===== config.mk =====
export PLATFORM = sky130hd
export DESIGN_NAME = dffram_lsu_ctrl
export DESIGN_NICKNAME = d
export VERILOG_FILES = /design/src/rtl/lsu_pkg.sv /design/src/rtl/lsu_lane_align.sv /design/src/rtl/dffram_lsu_ctrl.sv
export SDC_FILE = /design/constraint.sdc
export NUM_CORES = 1
export LEC_CHECK = 0
export BUFFER_PORTS_ARGS = -buffer_cell sky130_fd_sc_hd__buf_4
export CORE_MARGIN = 5
export CORE_UTILIZATION = 40
export DETAILED_ROUTE_END_ITERATION = 8
export PLACE_DENSITY = 0.78
export RECOVER_POWER = 25
export SLEW_MARGIN = 30
export SYNTH_ARGS = -nofsm -noshare
export SYNTH_HDL_FRONTEND = slang
export SYNTH_SLANG_ARGS = --single-unit

===== constraint.sdc =====
create_clock -name CLK -period 2.3 [get_ports CLK]
set_input_delay 0.46 -clock CLK [delete_from_list [all_inputs] [get_ports CLK]]
set_output_delay 0.46 -clock CLK [all_outputs]
set_load 0.02 [all_outputs]

===== src/rtl/lsu_pkg.sv =====
// Shared encodings for the DFF RAM load/store controller.
package lsu_pkg;

  localparam logic [1:0] SZ_BYTE = 2'b00;
  localparam logic [1:0] SZ_HALF = 2'b01;
  localparam logic [1:0] SZ_WORD = 2'b10;

  localparam int unsigned ADDR_WIDTH_DEF = 11;
  localparam int unsigned RAM_BYTES      = 4 << ADDR_WIDTH_DEF;

  typedef enum logic [1:0] {
    ST_IDLE    = 2'd0,
    ST_ACCESS  = 2'd1,
    ST_CAPTURE = 2'd2,
    ST_RESP    = 2'd3
  } lsu_state_t;

endpackage


===== src/rtl/lsu_lane_align.sv =====
// Byte-lane steering: store enables/data, load extract + extension, alignment check.
module lsu_lane_align
  import lsu_pkg::*;
(
  input  logic [1:0]  size,
  input  logic [1:0]  addr_lo,
  input  logic        is_unsigned,
  input  logic [31:0] wdata,
  input  logic [31:0] rdo,
  input  logic [1:0]  chk_size,
  input  logic [1:0]  chk_addr_lo,
  output logic [3:0]  we,
  output logic [31:0] di,
  output logic [31:0] rdata,
  output logic        misaligned
);

  logic [7:0]  byte_sel;
  logic [15:0] half_sel;

  assign byte_sel = rdo[{addr_lo, 3'b000} +: 8];
  assign half_sel = rdo[{addr_lo[1], 4'b0000} +: 16];

  always_comb begin
    we    = 4'b0000;
    di    = wdata;
    rdata = 32'h0;
    case (size)
      SZ_BYTE: begin
        we    = 4'b0001 << addr_lo;
        di    = {4{wdata[7:0]}};
        rdata = {{24{~is_unsigned & byte_sel[7]}}, byte_sel};
      end
      SZ_HALF: begin
        we    = addr_lo[1] ? 4'b1100 : 4'b0011;
        di    = {2{wdata[15:0]}};
        rdata = {{16{~is_unsigned & half_sel[15]}}, half_sel};
      end
      SZ_WORD: begin
        we    = 4'b1111;
        rdata = rdo;
      end
      default: ;
    endcase
  end

  assign misaligned = ((chk_size == SZ_HALF) && chk_addr_lo[0]) ||
                      ((chk_size == SZ_WORD) && (chk_addr_lo != 2'b00));

endmodule


===== src/rtl/dffram_lsu_ctrl.sv =====
// Single-outstanding load/store controller in front of a byte-writable DFF RAM.
module dffram_lsu_ctrl
  import lsu_pkg::*;
#(
  parameter int ADDR_WIDTH = 11,
  parameter int DATA_WIDTH = 32
) (
  input  logic                  CLK,
  input  logic                  RST,
  input  logic                  req_valid,
  output logic                  req_ready,
  input  logic                  req_we,
  input  logic [1:0]            req_size,
  input  logic                  req_unsigned,
  input  logic [31:0]           req_addr,
  input  logic [DATA_WIDTH-1:0] req_wdata,
  output logic                  rsp_valid,
  output logic [DATA_WIDTH-1:0] rsp_rdata,
  output logic                  rsp_err,
  output logic                  ram_EN,
  output logic [3:0]            ram_WE,
  output logic [ADDR_WIDTH-1:0] ram_A,
  output logic [DATA_WIDTH-1:0] ram_Di,
  input  logic [DATA_WIDTH-1:0] ram_Do
);

  localparam logic [32:0] RANGE_LIMIT = 33'd4 << ADDR_WIDTH;

  lsu_state_t            state_reg;
  logic                  we_reg;
  logic [1:0]            size_reg;
  logic                  unsigned_reg;
  logic [ADDR_WIDTH+1:0] addr_reg;
  logic [DATA_WIDTH-1:0] wdata_reg;
  logic                  rsp_valid_reg;
  logic                  rsp_err_reg;
  logic [DATA_WIDTH-1:0] rsp_rdata_reg;

  logic [3:0]            lane_we;
  logic [DATA_WIDTH-1:0] lane_di;
  logic [DATA_WIDTH-1:0] lane_rdata;
  logic                  misaligned;
  logic                  req_err;

  lsu_lane_align u_align (
    .size        (size_reg),
    .addr_lo     (addr_reg[1:0]),
    .is_unsigned (unsigned_reg),
    .wdata       (wdata_reg),
    .rdo         (ram_Do),
    .chk_size    (req_size),
    .chk_addr_lo (req_addr[1:0]),
    .we          (lane_we),
    .di          (lane_di),
    .rdata       (lane_rdata),
    .misaligned  (misaligned)
  );

  // Errors are decided on the incoming request so they never reach the RAM.
  assign req_err = (req_size == 2'b11) || misaligned || ({1'b0, req_addr} >= RANGE_LIMIT);

  assign req_ready = (state_reg == ST_IDLE) && !RST;
  assign ram_EN    = (state_reg == ST_ACCESS) && !RST;
  assign ram_WE    = (ram_EN && we_reg) ? lane_we : 4'b0000;
  assign ram_A     = addr_reg[ADDR_WIDTH+1:2];
  assign ram_Di    = lane_di;

  assign rsp_valid = rsp_valid_reg;
  assign rsp_err   = rsp_err_reg;
  assign rsp_rdata = rsp_rdata_reg;

  always_ff @(posedge CLK) begin
    if (RST) begin
      state_reg     <= ST_IDLE;
      we_reg        <= 1'b0;
      size_reg      <= 2'b00;
      unsigned_reg  <= 1'b0;
      addr_reg      <= '0;
      wdata_reg     <= '0;
      rsp_valid_reg <= 1'b0;
      rsp_err_reg   <= 1'b0;
      rsp_rdata_reg <= '0;
    end else begin
      rsp_valid_reg <= 1'b0;
      case (state_reg)
        ST_IDLE: begin
          if (req_valid) begin
            we_reg       <= req_we;
            size_reg     <= req_size;
            unsigned_reg <= req_unsigned;
            addr_reg     <= req_addr[ADDR_WIDTH+1:0];
            wdata_reg    <= req_wdata;
            if (req_err) begin
              rsp_valid_reg <= 1'b1;
              rsp_err_reg   <= 1'b1;
              rsp_rdata_reg <= '0;
              state_reg     <= ST_RESP;
            end else begin
              state_reg <= ST_ACCESS;
            end
          end
        end
        ST_ACCESS: state_reg <= ST_CAPTURE;
        ST_CAPTURE: begin
          // ram_Do now carries the word read during ACCESS.
          rsp_valid_reg <= 1'b1;
          rsp_err_reg   <= 1'b0;
          rsp_rdata_reg <= we_reg ? '0 : lane_rdata;
          state_reg     <= ST_RESP;
        end
        ST_RESP: state_reg <= ST_IDLE;
        default: state_reg <= ST_IDLE;
      endcase
    end
  end

endmodule


==> results.yml <==
flow_run:
  drv.max_cap_violation_count: 0
global_route:
  grt_pass1_vias: 4226
  overflow: 0
  grt_max_degree: 65
  grt_pass1_wl_microns: 21100
  antenna_found_initial: 0
  grt_usage_pct: 20.3
timing:
  finClkSkew_ns: 0.0146
  period_minus_slack_ns: 2.19
  worstMarginPinSlew_ns: 0.541
  fmax_mhz: 457
  finalSetupViolCount: 0
  tns_ns: 0
  finalMaxSlewViolations: 0
  slew_headroom_pct: 63.9
  rsz0062_at_grt: "no"
  fin_crit_sh_pct: 95.2
  hold_viol: 0
logic_synthesis:
  synthFlopType: "dfxtp_1"
  synth_area_leaders: "dfxtp_1 41%, nand2_1 9.7%, a21oi_1 8.3%"
  synth_edf_count: 0
  netlist_top_cells_count: "108 x nand2_1, 85 x dfxtp_1, 69 x a21oi_1, 33 x clkbuf_1, 32 x o31ai_1"
  synth_area_sq_mm: 0.00416
  synth_most_common_cell: "nand2_1"
  yosysSeqAreaShare_pct: 40.9
  postSynthNetCount: 609
  synthCells: 503
  synth_area_leader_cell: "dfxtp_1"
  ys_ff_latch: 85
  avgSynthCellArea_sq_um: 8.28
  ys_types: 40
  ys.warnings.count: 0
  synth.top_cell.area_share_pct: 40.9
  async_flop_share_pct: 0
cells_and_area:
  fin_cells: 786
  area_delta_synth_final_pct: 32.3
  utilization_pct: 53.8
  antenna-diode-count: 0
  fin_nets: 753
  drive_gt1_share_pct: 31.2
floorplan:
  io_pins: 186
  initial_core_util_pct: 40.7
  dieWidth_microns: 112
  std_cell_rows: 37
  dieHeight_microns: 112
  core-area_sq_mm: 0.0102
  die_area_sq_mm: 0.0126
cts:
  cts_resized: 0
  clk_pin_slew_worst_paths_ns: 0.08
  clock_path_buffers: 2
  htreeDepth: 3
  cts_tree: "done"
  clkLatencyLatePin_ns: 0.35
  post_cts_buffers: 0
  hold_buffers: 0
  clkSinkCount: 85
  cts-buffers-inserted: 9
  root_buffer: "clkbuf_8"
placed_design:
  gp_congestion: 0.870
  dp_cells: 772
  io_buffer_count: 185
  dpl.hpwl_microns: 9860
critical_path:
  required_ns: 1.84
  slowest_delay_ns: 0.37
  crit_type: "reg -> out"
  slowest_stage: "dfxtp_1"
  critPathLaunchType: "flop"
  crit_start: "addr_reg[1]"
  timing.rr.start: "addr_reg[1]"
  crit_path_frequent_cell: "buf_4"
  path_max_fanout: 15
  crit_chain: "buf_4 > nor3_1 > or2_2 > nor2b_1 > buf_4"
  arrival_ns: 1.73
  end_kind: "output port"
routing:
  drcViolationCount: 0
  drtIter0Drc: 288
  wirelength_microns: 13200
  drt_pass1_iterations: 7
  vias_per_cell: 5.42
  ant_nets: 0
  via_count: 4258
  wire_per_inst_microns: 16.8
worst_hold_path:
  hp-class: "in -> reg"
  min_from: "req_wdata[31]"
status:
  status: "finished clean"
power_and_ir_drop:
  ir_drop_mv: 0.460
  cellPowerDensity_mw_per_mm2: 939
  p_leak_nw: 2.20
==> final timing paths <==
path / end / slack, ns / cells after the start
min reg2reg: addr_reg[7] / 0.46 / 2
max: ram_WE[0] / 0.11 / 5
min: wdata_reg[31] / 0.36 / 3
max reg2reg: rsp_rdata[16] / 0.45 / 5
==> per-stage QoR <==
step           area, sq um  hold slack [ns]  worst slack (ns)  power, W
5_1_grt               5510            0.333            0.0335   0.00552
6_report              5510            0.355             0.111   0.00517
3_5_place_dp          5490            0.448             0.199   0.00434
4_1_cts               5660            0.335           0.00141   0.00528
2_1_floorplan         4160            0.433             0.231   0.00355
3_3_place_gp          5490            0.439             0.242   0.00427
==> power by group <==
part	switching, W	internal [W]	total [W]	leakage (nW)
combinational	0.00147	0.000878	0.00235	1.42
sequential	0.000171	0.00172	0.00189	0.694
clock	0.000495	0.000442	0.000937	0.0816
total	0.00214	0.00304	0.00517	2.20
==> final cells by class <==
class	count	area (sq um)
tap	136	170
inverter	9	33.8
clock inverter	1	7.51
fill	986	4720
multi-input combinational	346	2100
sequential	85	1710
timing repair buffer	196	1330
clock buffer	13	159
==> layout by cell type (no fill, tap or decap), types with 2 or more instances in the layout <==
cell | Yosys | routed
buf_4 | 19 | 154
dfxtp_2 | 0 | 3
nand2_1 | 108 | 108
clkbuf_1 | 33 | 43
mux2_2 | 24 | 24
nor4_1 | 4 | 4
ha_1 | 3 | 3
nor2b_1 | 4 | 3
a221oi_1 | 8 | 8
nor3_1 | 2 | 2
nand3_1 | 17 | 17
inv_1 | 9 | 9
nand3b_1 | 18 | 18
clkbuf_8 | 0 | 11
o21ai_0 | 14 | 14
o31ai_1 | 32 | 32
dfxtp_1 | 85 | 82
and2_1 | 2 | 2
mux2i_1 | 9 | 9
a21oi_1 | 69 | 69
a222oi_1 | 7 | 7
nor2_1 | 8 | 7
==> critical path: cells and delay by family (launching register included) <==
kind / cells / cell delay, ns
buffers and inverters: 2 / 0.40
flip-flops: 1 / 0.37
AND/OR/NAND/NOR: 3 / 0.62
==> per-layer routing <==
layer | GRT usage, % | vias to the layer above | part of all wire, %
li1 | - | 2048 | -
met1 | 24.9 | 1941 | 41
met2 | 31.5 | 231 | 44
met3 | 7.06 | 38 | 11
met4 | 10.7 | 0 | 4.1
met5 | 0 | - | 0
==> kinds of logic after synthesis <==
logic type      synth area share (%)
simple gates                    18.3
compound gates                  21.8
flops                           40.9
buf+inv                         8.89
mux                             9.19
fa+ha+maj                      0.902
No activity file was read; power rests on OpenSTA's default activity.
